===== src/rtl/dlx_pkg.sv =====
// Shared DLX core definitions: register-specifier width and hazard scheduler FSM states.
package dlx_pkg;

  localparam int REG_W = 5;

  typedef enum logic [1:0] {
    RUN        = 2'd0,
    LOAD_HOLD  = 2'd1,
    BR_RESOLVE = 2'd2
  } hz_state_e;

endpackage


===== src/rtl/hazard_cmp.sv =====
// Per-operand load-use comparator: flags a read of the register an EX-stage load is writing.
module hazard_cmp
  import dlx_pkg::*;
#(
  parameter int REG_W = dlx_pkg::REG_W
) (
  input  logic [REG_W-1:0] src_i,
  input  logic             use_i,
  input  logic [REG_W-1:0] dst_i,
  input  logic             mem_read_i,
  output logic             hit_o
);

  // r0 is hardwired to zero, so a zero destination never creates a dependency.
  assign hit_o = mem_read_i & (dst_i != '0) & use_i & (src_i == dst_i);

endmodule


===== src/rtl/hazard_ctrl.sv =====
// Load-use / branch hazard scheduler for the 5-stage DLX pipeline.
// Optional statistics counters are built when HAZARD_CTRL_STATS_EN is defined.
module hazard_ctrl
  import dlx_pkg::*;
#(
  parameter int REG_W = dlx_pkg::REG_W,
  parameter int CNT_W = 16
) (
  input  logic             clk,
  input  logic             reset,
  input  logic [REG_W-1:0] rs_id,
  input  logic [REG_W-1:0] rt_id,
  input  logic             use_rs_id,
  input  logic             use_rt_id,
  input  logic             branch_id,
  input  logic [REG_W-1:0] towrite_ex,
  input  logic             mem_read_ex,
  input  logic             branch_taken_ex,
  output logic             stall_pc,
  output logic             stall_ifid,
  output logic             flush_ifid,
  output logic             bubble_idex,
  output logic             pc_take_branch,
  output logic             lw_stall_ex,
  output logic             Branch_stall_forwarding,
  output logic [CNT_W-1:0] stall_cnt,
  output logic [CNT_W-1:0] taken_cnt
);

  hz_state_e state_q, state_d;
  logic      hit_rs, hit_rt, luh;
  logic      lw_stall_q, bsf_q;

  hazard_cmp #(.REG_W(REG_W)) u_cmp_rs (
    .src_i      (rs_id),
    .use_i      (use_rs_id),
    .dst_i      (towrite_ex),
    .mem_read_i (mem_read_ex),
    .hit_o      (hit_rs)
  );

  hazard_cmp #(.REG_W(REG_W)) u_cmp_rt (
    .src_i      (rt_id),
    .use_i      (use_rt_id),
    .dst_i      (towrite_ex),
    .mem_read_i (mem_read_ex),
    .hit_o      (hit_rt)
  );

  assign luh = hit_rs | hit_rt;

  always_ff @(posedge clk) begin
    if (reset) state_q <= RUN;
    else       state_q <= state_d;
  end

  // Mealy decode; held quiet during reset so a pending branch redirect is dropped.
  always_comb begin
    state_d        = state_q;
    stall_pc       = 1'b0;
    stall_ifid     = 1'b0;
    flush_ifid     = 1'b0;
    bubble_idex    = 1'b0;
    pc_take_branch = 1'b0;
    if (!reset) begin
      unique case (state_q)
        RUN: begin
          if (luh) begin
            stall_pc    = 1'b1;
            stall_ifid  = 1'b1;
            bubble_idex = 1'b1;
            state_d     = LOAD_HOLD;
          end else if (branch_id) begin
            stall_pc   = 1'b1;
            flush_ifid = 1'b1;
            state_d    = BR_RESOLVE;
          end
        end
        LOAD_HOLD: begin
          if (branch_id) begin
            stall_pc   = 1'b1;
            flush_ifid = 1'b1;
            state_d    = BR_RESOLVE;
          end else begin
            state_d = RUN;
          end
        end
        BR_RESOLVE: begin
          pc_take_branch = branch_taken_ex;
          state_d        = RUN;
        end
        default: state_d = RUN;
      endcase
    end
  end

  always_ff @(posedge clk) begin
    if (reset) begin
      lw_stall_q <= 1'b0;
      bsf_q      <= 1'b0;
    end else begin
      lw_stall_q <= (state_q == LOAD_HOLD);
      bsf_q      <= bubble_idex | flush_ifid;
    end
  end

  assign lw_stall_ex             = lw_stall_q;
  assign Branch_stall_forwarding = bsf_q;

`ifdef HAZARD_CTRL_STATS_EN
  logic [CNT_W-1:0] stall_cnt_q, taken_cnt_q;

  function automatic logic [CNT_W-1:0] sat_inc(input logic [CNT_W-1:0] v);
    return (&v) ? v : v + 1'b1;
  endfunction

  always_ff @(posedge clk) begin
    if (reset) begin
      stall_cnt_q <= '0;
      taken_cnt_q <= '0;
    end else begin
      if (stall_pc) stall_cnt_q <= sat_inc(stall_cnt_q);
      if (pc_take_branch) taken_cnt_q <= sat_inc(taken_cnt_q);
    end
  end

  assign stall_cnt = stall_cnt_q;
  assign taken_cnt = taken_cnt_q;
`else
  assign stall_cnt = '0;
  assign taken_cnt = '0;
`endif

endmodule


===== config.mk =====
export PLATFORM = sky130hd
export DESIGN_NAME = hazard_ctrl
export DESIGN_NICKNAME = d
export VERILOG_FILES = /design/src/rtl/dlx_pkg.sv /design/src/rtl/hazard_cmp.sv /design/src/rtl/hazard_ctrl.sv
export SDC_FILE = /design/constraint.sdc
export NUM_CORES = 1
export LEC_CHECK = 0
export ABC_AREA = 1
export BUFFER_PORTS_ARGS = -buffer_cell sky130_fd_sc_hd__buf_4
export CAP_MARGIN = 15
export CORE_MARGIN = 2
export CORE_UTILIZATION = 32
export DETAILED_ROUTE_END_ITERATION = 6
export PLACE_DENSITY = 0.77
export SYNTH_ARGS = -nofsm -noshare
export SYNTH_HDL_FRONTEND = slang
export SYNTH_SLANG_ARGS = --single-unit

===== constraint.sdc =====
create_clock -name clk -period 0.8 [get_ports clk]
set_input_delay 0.04 -clock clk [delete_from_list [all_inputs] [get_ports clk]]
set_output_delay 0.04 -clock clk [all_outputs]
set_load 0.1 [all_outputs]

# Word level (Yosys, flattened, before mapping)
# Index checks and enable logic that the tools add are counted.
[classes]
eq_ne = 5
n_mux = 16
n_reduce_logical = 2
bitwise = 7
[op_table]
columns = ["op", "n"]
rows = [
  ["$eq 5x5->1", 2],
  ["$mux 1", 10],
  ["$mux 2", 3],
  ["$and 1x1->1", 5],
  ["$reduce_bool 5->1", 1],
  ["$pmux 1 s2", 2],
  ["$pmux 2 s2", 1],
  ["$ne 3x3->1 const B", 1],
  ["$eq 2x1->1 const B", 1],
  ["$eq 2x2->1 const B", 1],
  ["$logic_not 2->1", 1],
  ["$or 1x1->1", 2],
]
[totals]
output_inout_bits = 39
register_bits = 4
in_bits = 22
word_cells = 33

# Longest topological paths before layout
# Gate-level depths: netlist of the first run.
[logic_depth]
word_depth = 9
mapped_depth = 9
mapped_depth_nobuf = 8

# Hierarchy
# Synthesis of the first run repeated with hierarchy kept, for this count alone.
[hier_totals]
cells_unflattened = 120
area_unflattened_um2 = 670.6
[by_module_without_submodules]
columns = ["mod", "area_per_inst_um2", "cells_each", "instances", "seq_area_each_um2"]
rows = [
  ["hazard_ctrl", 412.9, 56, 1, 80.1],
  ["hazard_cmp", 128.9, 32, 2, 0.0],
]

# Worst setup path after synthesis of the first run
# No wires, ideal clock.
[synth_timing]
kind = "register -> output"
startpoint = "register state_q[1]"
endpoint = "output pc_take_branch"
t_required_ns = 0.760
stages_incl_launch_ff = 3
t_arrival_ns = 2.459
path_buffers = 0
path_slack_ns = -1.699
path_cell_list = "dfxtp_1 nand2_1 nor3_1"
[synth_via]
elab_chain_len = 3
[synth_lines]
columns = ["item", "line", "rtl"]
rows = [
  ["start: declaration", "hazard_ctrl.sv:30", "hz_state_e state_q, state_d;"],
  ["start signal: assignment", "hazard_ctrl.sv:54", "else state_q <= state_d;"],
  ["$eq 2x2->1", "hazard_ctrl.sv:66", "unique case (state_q)"],
  ["$mux 1", "hazard_ctrl.sv:66", ""],
  ["$mux 1", "hazard_ctrl.sv:65", "if (!reset) begin"],
  ["end: declaration", "hazard_ctrl.sv:23", "output logic pc_take_branch,"],
]
# No other way between the ends.

# Worst setup path after layout of the first run
[layout_timing]
startpoint = "register state_q[0]"
endpoint = "output pc_take_branch"
# Same word-level chain as after synthesis.

==> summary.txt, run 1 <==
Detailed routing
  • Vias: 628
  • Drt initial violations: 10
  • Antenna Nets Post-Route: 0
  • Routed WL: 1490 µm
  • First-pass DRT Iterations: 4
  • Drt wl/cell: 8.79 µm
  • Via density: 3.72
  • Drt drc: 0

STA
  • Final Max Tran Viols: 0
  • Fin crit period: 1240 ps
  • Worst Setup Slack, final: -443 ps
  • Worst Skew: 10.8 ps
  • Highest Clock Rate: 805 MHz
  • Setup TNS: -2420 ps
  • Final setup viols: 7
  • RSZ-0062 raised after global routing: yes
  • Final period util: 1.55
  • Hold Fails Final Rpt: 0
  • Hold Slack: 105 ps

Clock tree
  • # clock sinks: 4
  • CTS hold repair buffers: 0
  • Later-pin clock latency in the skew report: 240 ps
  • CTS clk-pin slew, worst paths: 40 ps
  • Clk root buf: clkbuf_4
  • Clock buffer depth: 2
  • TritonCTS clock tree: done
  • H-tree depth: 1
  • Num CTS Buffers: 3

Floorplan
  • # IOs: 61
  • Initial core utilization: 0.332
  • Row count: 16
  • Die height: 48.4 µm
  • Core Region: 1900 µm²
  • Die width: 48.4 µm
  • Die ar.: 2340 µm²

Cells and area
  • Share of cells above drive strength 1: 0.415
  • Area Overhead vs Synth: 52.4%
  • Non-Filler Instances: 169
  • ANT cells: 0
  • Commonest cells after routing, fill and taps aside: conb_1 (32), nand2_1 (30), buf_4 (24)
  • Commonest non-fill, non-tap cell in the layout: conb_1
  • Nets: 166

Worst setup path
  • Crit-path max FO: 2
  • Crit path kind: register to output port
  • Cell family with most CP delay: buffers and inverters
  • Crit end category: output port
  • WP data required: 760 ps
  • Cells along the critical path: buf_4 -> buf_6 -> nor3_4 -> buf_12
  • CP max stage delay: 310 ps
  • CP arrival: 1200 ps
  • Flop-to-flop setup slack: -230 ps
  • CP Launch Type: register
  • Cell at the slowest stage of the critical path: dfxtp_2
  • CP Buf/Inv Count: 3

Run status
  • Failing checks: setup timing
  • Status: finished with violations

Power and ir drop
  • Pwr dens: 1590 nW/µm²
  • Design Power: 0.00153 W
  • Pleak: 0.571 nW
  • VDD IR max: 0.878 mV

GRT
  • First-pass GRT wire length: 2350 µm
  • Number of global-route vias before repair: 574
  • GRT Util Overall: 0.133
  • Largest net degree at the start of global routing: 5
  • Initial antenna violation count: 0
  • Grt total ovfl: 0

Placement
  • Input/output buffers: 28
  • Placer congestion estimate: 0.821
  • Inst Count DP: 163
  • Post-detail-place hpwl: 1070 µm

Logic synthesis
  • Top-area cell type share of the netlist area: 0.393
  • Synthesized instance count: 107
  • Netlist cell types: 15
  • Avg Cell Area, Syn: 5.89 µm²
  • Top cell type by total area after synthesis: buf_4
  • Top cells by area, synth: buf_4 (39%), nand2_1 (19%), dfxtp_1 (13%)
  • Synthesis-stage register bit count: 4
  • YS warnings: 0
  • Mapped Area: 631 µm²
  • Seq/Total Area, Yosys: 0.127

Min path
  • Hold crit path type: primary input to register

Job
  • Max-Cap Viols: 0
layer usage:
| metal | track usage | part of all wire | vias to the layer above |
|---|---|---|---|
| met5 | 0 | 0 | - |
| met4 | 0.0571 | 0.022 | 0 |
| met3 | 0.0432 | 0.088 | 6 |
| met2 | 0.273 | 0.61 | 34 |
| met1 | 0.113 | 0.28 | 265 |
| li1 | - | - | 323 |
power by group:
group / switching, W / internal [W]
combinational: 0.000875 / 0.000180
clock: 0.0000921 / 0.000168
sequential: 0.00000744 / 0.000208
total: 0.000974 / 0.000557
what timing repair did:
action,CTS,global route
gates resized for setup,25,5
endpoints found under the hold margin,0,0
setup endpoints to repair,9,10
pin swaps,4,1
setup buffers,1,3
gates cloned,0,0
state kept, by name (all words and copies together), names as in the netlist:
register                 flops
Branch_stall_forwarding      1
lw_stall_ex                  1
state_q                      2
synth_stat cells, drive strengths merged:
cell type and instances:
a21oi 2, buf 33, conb 1, dfxtp 4, inv 17, nand2 33, nand3 4, nand4 1
nor2 10, nor3 2
cell families after synthesis:
family / synth area share
compound gates: 0.0159
buf+inv: 0.494
other cells: 0.00595
simple gates: 0.357
flops: 0.127
worst min-delay path: stages:
cell and delay (ps):
buf_4 100, buf_4 120, nor3_1 50
final timing paths:
kind / from / endpoint / depth (start not counted)
worst max-delay path: state_q[0]$_SDFFE_PP0P_ / pc_take_branch / 4
worst min-delay path: reset / lw_stall_ex$_SDFF_PP0_ / 3
worst max register to register: state_q[1]$_SDFFE_PP0P_ / state_q[1]$_SDFFE_PP0P_ / 5
worst min register to register: state_q[0]$_SDFFE_PP0P_ / lw_stall_ex$_SDFF_PP0_ / 2
final cells by class:
cell class                 count  area [µm²]
clock buffer                   3        22.5
fill                         202         941
inverter                      17        70.1
multi-input combinational     84         393
sequential                     4        87.6
tap                           27        33.8
timing repair buffer          34         354
through the flow:
stage	worst slack, ps	cell area, µm²	util
after floorplan	-620	797	-
after global placement	-308	803	0.422
after detailed placement	-330	803	0.422
after CTS	-432	930	0.489
after global routing	-488	961	0.505
final	-443	961	0.505
Power figures use the tool's default switching activity.
==> inputs of run 2 (changes only) <==
--- a/config.mk
+++ b/config.mk
@@ -9,9 +9,11 @@
 export BUFFER_PORTS_ARGS = -buffer_cell sky130_fd_sc_hd__buf_4
 export CAP_MARGIN = 15
 export CORE_MARGIN = 2
-export CORE_UTILIZATION = 32
+export CORE_UTILIZATION = 33
+export CTS_CLUSTER_SIZE = 40
 export DETAILED_ROUTE_END_ITERATION = 6
 export PLACE_DENSITY = 0.77
 export SYNTH_ARGS = -nofsm -noshare
 export SYNTH_HDL_FRONTEND = slang
+export SYNTH_HIERARCHICAL = 1
 export SYNTH_SLANG_ARGS = --single-unit
==> run 2 against run 1 <==
Compared with the run above:
- the run still ends with setup timing left
- clock skew decreased by 9.9 ps
- combinational power increased by 5%
- clock-buffer cell count unchanged
- register-to-register slack better by 150 ps
- die area grew 2.9%
- cell count grew 8.3%
- clock power is 6% lower
- setup slack gained 36 ps
- non-clock buffer count up 1
- wire length up 5.6%
- maximum frequency is 3.0% higher
- critical path type unchanged
- largest cell class unchanged
==> summary.txt, run 2 <==
Run status
  • Status: finished with violations
  • Failing checks: setup timing

Cells and area
  • Nets: 180
  • Fill count: 200
  • Area Overhead vs Synth: 66.2%
  • Share of cells above drive strength 1: 0.462
  • Max reg flops: 2
  • Non-Filler Instances: 183
  • Commonest cells after routing, fill and taps aside: conb_1 (32), nand2_1 (29), buf_4 (21)
  • Commonest non-fill, non-tap cell in the layout: conb_1
  • ANT cells: 0
  • Biggest register: state_q

GRT
  • Largest net degree at the start of global routing: 7
  • Grt total ovfl: 0
  • GRT Util Overall: 0.123
  • Initial antenna violation count: 0
  • First-pass GRT wire length: 2300 µm
  • Number of global-route vias before repair: 585

Clock tree
  • Later-pin clock latency in the skew report: 230 ps
  • CTS clk-pin slew, worst paths: 30 ps
  • TritonCTS clock tree: done
  • Clk root buf: clkbuf_4
  • H-tree depth: 1
  • Num CTS Buffers: 3
  • Clock buffer depth: 2
  • # clock sinks: 4

Logic synthesis
  • Count leader, synth: buf_4
  • Avg Cell Area, Syn: 5.59 µm²
  • Netlist cell types: 12
  • Adder-Cell Fraction of Synth Area: 0
  • Fraction of registers with async set/reset: 0
  • Post-synth EDFFs: 0
  • Main flop type after synthesis: dfxtp_1
  • Top-area cell type share of the netlist area: 0.369
  • Largest family of logic cells by synthesized area: buffers and inverters
  • Top cells by count, synth: buf_4 (33), nand2_1 (32), inv_1 (25)
  • Seq/Total Area, Yosys: 0.119
  • Simple-gate share of the synthesized area: 0.351
  • Synthesis-stage register bit count: 4
  • XOR/XNOR Fraction of Synth Area: 0
  • Synthesized instance count: 120
  • Mapped Area: 671 µm²
  • Compound-Gate Fraction of Synth Area: 0.0149
  • Top cell type by total area after synthesis: buf_4
  • Mux cell area share after synthesis: 0
  • Top cells by area, synth: buf_4 (37%), nand2_1 (18%), inv_1 (14%)
  • YS warnings: 6

Detailed routing
  • First-pass DRT Iterations: 2
  • Routed WL: 1570 µm
  • Drt drc: 0
  • Antenna Nets Post-Route: 0
  • Drt initial violations: 2
  • Vias: 685
  • Via density: 3.74
  • Drt wl/cell: 8.57 µm

STA
  • Worst Setup Slack, final: -407 ps
  • Final period util: 1.51
  • Worst Skew: 0.876 ps
  • Hold Slack: 108 ps
  • Hold Fails Final Rpt: 0
  • Highest Clock Rate: 829 MHz
  • Fin crit period: 1210 ps
  • Final Max Tran Viols: 0
  • Setup TNS: -2100 ps
  • RSZ-0062 raised after global routing: yes
  • Final setup viols: 8

Worst setup path
  • Cells along the critical path: nor2_4 -> nand3_4 -> clkinvlp_4 -> buf_12
  • CP max stage delay: 340 ps
  • WP data required: 760 ps
  • CP Buf/Inv Count: 2
  • Cell at the slowest stage of the critical path: dfxtp_4
  • Cell family with most CP delay: flip-flops
  • Crit path kind: register to output port
  • Crit-path max FO: 3
  • CP arrival: 1170 ps
  • Crit end category: output port
  • CP Launch Type: register

Power and ir drop
  • Design Power: 0.00157 W
  • VDD IR max: 0.865 mV
  • Pleak: 0.639 nW
  • Pwr dens: 1410 nW/µm²

Placement
  • Post-detail-place hpwl: 1190 µm
  • Placer congestion estimate: 0.737
  • Dpl ws: -498 ps
  • Input/output buffers: 28
  • Inst Count DP: 177

Floorplan
  • Row count: 16
  • Core Region: 1940 µm²
  • Die width: 49.1 µm
  • Die height: 49.1 µm
  • # IOs: 61
  • Die ar.: 2410 µm²
  • Initial core utilization: 0.345

Min path
  • Hold crit path type: primary input to register

Job
  • Max-Cap Viols: 0
-- run 2: changes by cell type after synthesis, sizes merged --
cell | before | now
nand4 | 1 | 0
nor2 | 10 | 15
inv | 17 | 25
nand3 | 4 | 5
-- run 2: final cells by class --
class	instances	area, µm²	area share
multi-input cells	89	474	0.425
repair buffers	35	389	0.349
inverters	25	105	0.0943
flip-flops and latches	4	90.1	0.0808
well taps	27	33.8	0.0303
clock buffers	3	22.5	0.0202
-- run 2: repair_timing --
action | in CTS | in global routing
buffers inserted | 1 | 3
hold buffers | 0 | 0
pin swaps | 9 | 8
endpoints found under the setup margin | 9 | 11
resized for setup | 36 | 17
-- run 2: worst reg2reg max path, delay by kind of cell, from the launching register on --
family / cells / cell delay (ps)
simple gates: 3 / 320
flops: 1 / 340
buf+inv: 1 / 160
-- run 2: path summary, 6_finish.rpt --
check | startpoint | slack (ps) | cells past startpoint | end
worst min-delay path | reset | 110 | 3 | lw_stall_ex$_SDFF_PP0_
worst max register to register | state_q[1]$_SDFFE_PP0P_ | -80 | 4 | Branch_stall_forwarding$_SDFF_PP0_
worst max-delay path | state_q[1]$_SDFFE_PP0P_ | -410 | 4 | bubble_idex
worst min register to register | state_q[1]$_SDFFE_PP0P_ | 530 | 2 | lw_stall_ex$_SDFF_PP0_
-- run 2: cell families after synthesis --
group                  Yosys count
AND/OR/NAND/NOR                 55
AO/OA/AOI/OAI                    2
buffers and inverters           58
flip-flops                       4
other                            1
-- run 2: power by group --
part           switching, W  total, W  internal [W]
logic              0.000903   0.00111      0.000210
clock network     0.0000768  0.000244      0.000167
registers        0.00000741  0.000213      0.000205
total              0.000987   0.00157      0.000583
-- run 2: routing by layer --
metal / GRT usage / up-vias / wire (µm)
met5: 0 / - / 0
li1: - / 352 / -
met3: 0.0245 / 2 / 134
met4: 0.0714 / 0 / 17
met2: 0.245 / 36 / 910
met1: 0.110 / 295 / 506
-- run 2: per-stage QoR --
stage,cell area (µm²),util
2_1_floorplan,851,-
3_5_place_dp,865,0.445
5_1_grt,1110,0.574
6_report,1110,0.574
3_3_place_gp,865,0.445
4_1_cts,1030,0.531
==> inputs of run 3 (changes only) <==
--- a/config.mk
+++ b/config.mk
@@ -5,14 +5,13 @@
 export SDC_FILE = /design/constraint.sdc
 export NUM_CORES = 1
 export LEC_CHECK = 0
-export ABC_AREA = 1
 export BUFFER_PORTS_ARGS = -buffer_cell sky130_fd_sc_hd__buf_4
 export CAP_MARGIN = 15
 export CORE_MARGIN = 2
-export CORE_UTILIZATION = 33
+export CORE_UTILIZATION = 30
 export CTS_CLUSTER_SIZE = 40
 export DETAILED_ROUTE_END_ITERATION = 6
-export PLACE_DENSITY = 0.77
+export PLACE_DENSITY = 0.76
 export SYNTH_ARGS = -nofsm -noshare
 export SYNTH_HDL_FRONTEND = slang
 export SYNTH_HIERARCHICAL = 1
==> run 3 against run 2 <==
Compared with the run above:
- the run still ends with setup timing left
- synthesized cell count fell by 43%
- total power decreased by 1.5%
- first-iteration DRC count rose by 50%
- clock-buffer cell count is the same
- register-to-register slack lost 50 ps
- critical path depth is 3 higher
- sequential share of layout area rose by 0.74 points
- largest power group unchanged
==> summary.txt, run 3 <==
Logic synthesis
  • Simple-gate share of the synthesized area: 0.162
  • Avg Cell Area, Syn: 8.27 µm²
  • Adder-Cell Fraction of Synth Area: 0
  • Largest family of logic cells by synthesized area: buffers and inverters
  • Top-area cell type share of the netlist area: 0.434
  • Main flop type after synthesis: dfxtp_1
  • Top cells by area, synth: buf_4 (43%), dfxtp_1 (14%), xnor2_1 (12%)
  • Top cells by count, synth: buf_4 (33), xnor2_1 (8), dfxtp_1 (4)
  • YS warnings: 6
  • Fraction of registers with async set/reset: 0
  • Compound-Gate Fraction of Synth Area: 0.114
  • Count leader, synth: buf_4
  • Mux cell area share after synthesis: 0
  • Synthesized instance count: 69
  • XOR/XNOR Fraction of Synth Area: 0.123
  • Synthesis-stage register bit count: 4
  • Seq/Total Area, Yosys: 0.140
  • Top cell type by total area after synthesis: buf_4
  • Netlist cell types: 18
  • Mapped Area: 571 µm²
  • Post-synth EDFFs: 0

Clock tree
  • Num CTS Buffers: 3
  • CTS clk-pin slew, worst paths: 40 ps
  • H-tree depth: 1
  • Later-pin clock latency in the skew report: 230 ps
  • # clock sinks: 4
  • CTS hold repair buffers: 0
  • Clk root buf: clkbuf_4
  • Clock buffer depth: 2
  • TritonCTS clock tree: done

GRT
  • Number of global-route vias before repair: 453
  • Initial antenna violation count: 0
  • Grt total ovfl: 0
  • First-pass GRT wire length: 1870 µm
  • Largest net degree at the start of global routing: 6
  • GRT Util Overall: 0.123

Power and ir drop
  • Pwr dens: 1560 nW/µm²
  • VDD IR max: 0.860 mV
  • Design Power: 0.00155 W
  • Pleak: 0.452 nW

Run status
  • Status: finished with violations
  • Failing checks: setup timing

Cells and area
  • Biggest register: state_q
  • Nets: 126
  • Commonest cells after routing, fill and taps aside: conb_1 (32), buf_4 (17), buf_12 (8)
  • Fill count: 167
  • Max reg flops: 2
  • ANT cells: 0
  • Area Overhead vs Synth: 74.1%
  • Commonest non-fill, non-tap cell in the layout: conb_1
  • Non-Filler Instances: 127
  • Share of cells above drive strength 1: 0.539

Placement
  • Input/output buffers: 28
  • Inst Count DP: 122
  • Post-detail-place hpwl: 978 µm
  • Placer congestion estimate: 0.703

Floorplan
  • Die height: 47.6 µm
  • Row count: 15
  • Core Region: 1760 µm²
  • # IOs: 61
  • Die width: 47.6 µm
  • Initial core utilization: 0.323
  • Die ar.: 2270 µm²

STA
  • Final period util: 1.69
  • Final Max Tran Viols: 0
  • Final setup viols: 8
  • Hold Fails Final Rpt: 0
  • Worst Setup Slack, final: -551 ps
  • Worst Skew: 0.387 ps
  • RSZ-0062 raised after global routing: yes
  • Fin crit period: 1350 ps
  • Highest Clock Rate: 740 MHz

Detailed routing
  • Drt wl/cell: 10.7 µm
  • Routed WL: 1360 µm
  • First-pass DRT Iterations: 4
  • Drt initial violations: 3
  • Drt drc: 0
  • Via density: 3.86
  • Vias: 490
  • Antenna Nets Post-Route: 0

Worst setup path
  • Crit path kind: primary input to output port
  • CP arrival: 1310 ps
  • Crit-path max FO: 5
  • WP data required: 760 ps
  • Crit end category: output port
  • CP Launch Type: primary input

Job
  • Max-Cap Viols: 0

Min path
  • Hold crit path type: primary input to register
run 3: cell types whose count changed in the layout (fill, tap and decap cells not counted), moves of 3 or more:
cell	previous run	this run
inv_1	20	3
nand2_1	29	0
xnor2_1	0	5
nor2_2	8	1
nor2_4	5	0
inv_2	3	0
buf_4	21	17
nand3_2	3	0
run 3: timing repair:
action	in CTS	in global routing
gates resized for setup	34	13
setup buffers	1	1
setup endpoints to repair	10	10
pin swaps	12	5
run 3: path summary, 6_finish.rpt:
check	end	startpoint	slack [ps]	cells after the start
hold reg to reg	state_q[0]$_SDFFE_PP0P_	state_q[1]$_SDFFE_PP0P_	460	1
setup / recovery	flush_ifid	towrite_ex[0]	-550	7
hold / removal	state_q[1]$_SDFFE_PP0P_	branch_id	70	2
setup reg to reg	state_q[1]$_SDFFE_PP0P_	state_q[0]$_SDFFE_PP0P_	-130	3
run 3: routing by layer:
layer,GRT usage,part of all wire
met4,0.0324,0.0073
met5,0,0
met2,0.268,0.60
met3,0.0415,0.098
met1,0.101,0.29
run 3: logic make-up (layout without fill, tap and decap cells):
| kind of cell | Yosys count | count (layout) |
|---|---|---|
| AOI/OAI and AO/OA | 7 | 7 |
| xor gates and xnor gates | 8 | 8 |
| buffers and inverters | 36 | 38 |
| DFF | 4 | 4 |
| other | 1 | 32 |
| and+or+nand+nor | 13 | 13 |
run 3: final cells by class:
class                           count  area (µm²)  share of cell area
Inverter                            3        11.3              0.0113
Tap cell                           25        31.3              0.0315
Clock buffer                        3        22.5              0.0227
Sequential cell                     4        87.6              0.0882
Multi-Input combinational cell     60         467               0.470
Timing Repair Buffer               32         374               0.377
run 3: critical path, cell delays in order:
cell and delay, ps:
buf_8 120, nor4_4 260, o21ai_1 70, nor3b_2 160
o21bai_4 240, and3_4 240, buf_12 170
run 3: through the flow:
step | worst slack [ps] | setup TNS (ps) | utilization | hold slack (ps) | area (µm²)
floorplan | -1000 | -4080 | - | 117 | 737
global placement | -624 | -3600 | 0.423 | 298 | 746
detailed placement | -678 | -3920 | 0.423 | 311 | 746
CTS | -538 | -2940 | 0.516 | 69.1 | 910
global route | -622 | -3560 | 0.563 | 76.5 | 993
finish | -551 | -2970 | 0.563 | 69.5 | 993
run 3: where the power goes:
| group | switching [W] | internal, W |
|---|---|---|
| combinational | 0.000856 | 0.000222 |
| sequential | 0.00000956 | 0.000207 |
| clock | 0.0000825 | 0.000168 |
| total | 0.000948 | 0.000597 |
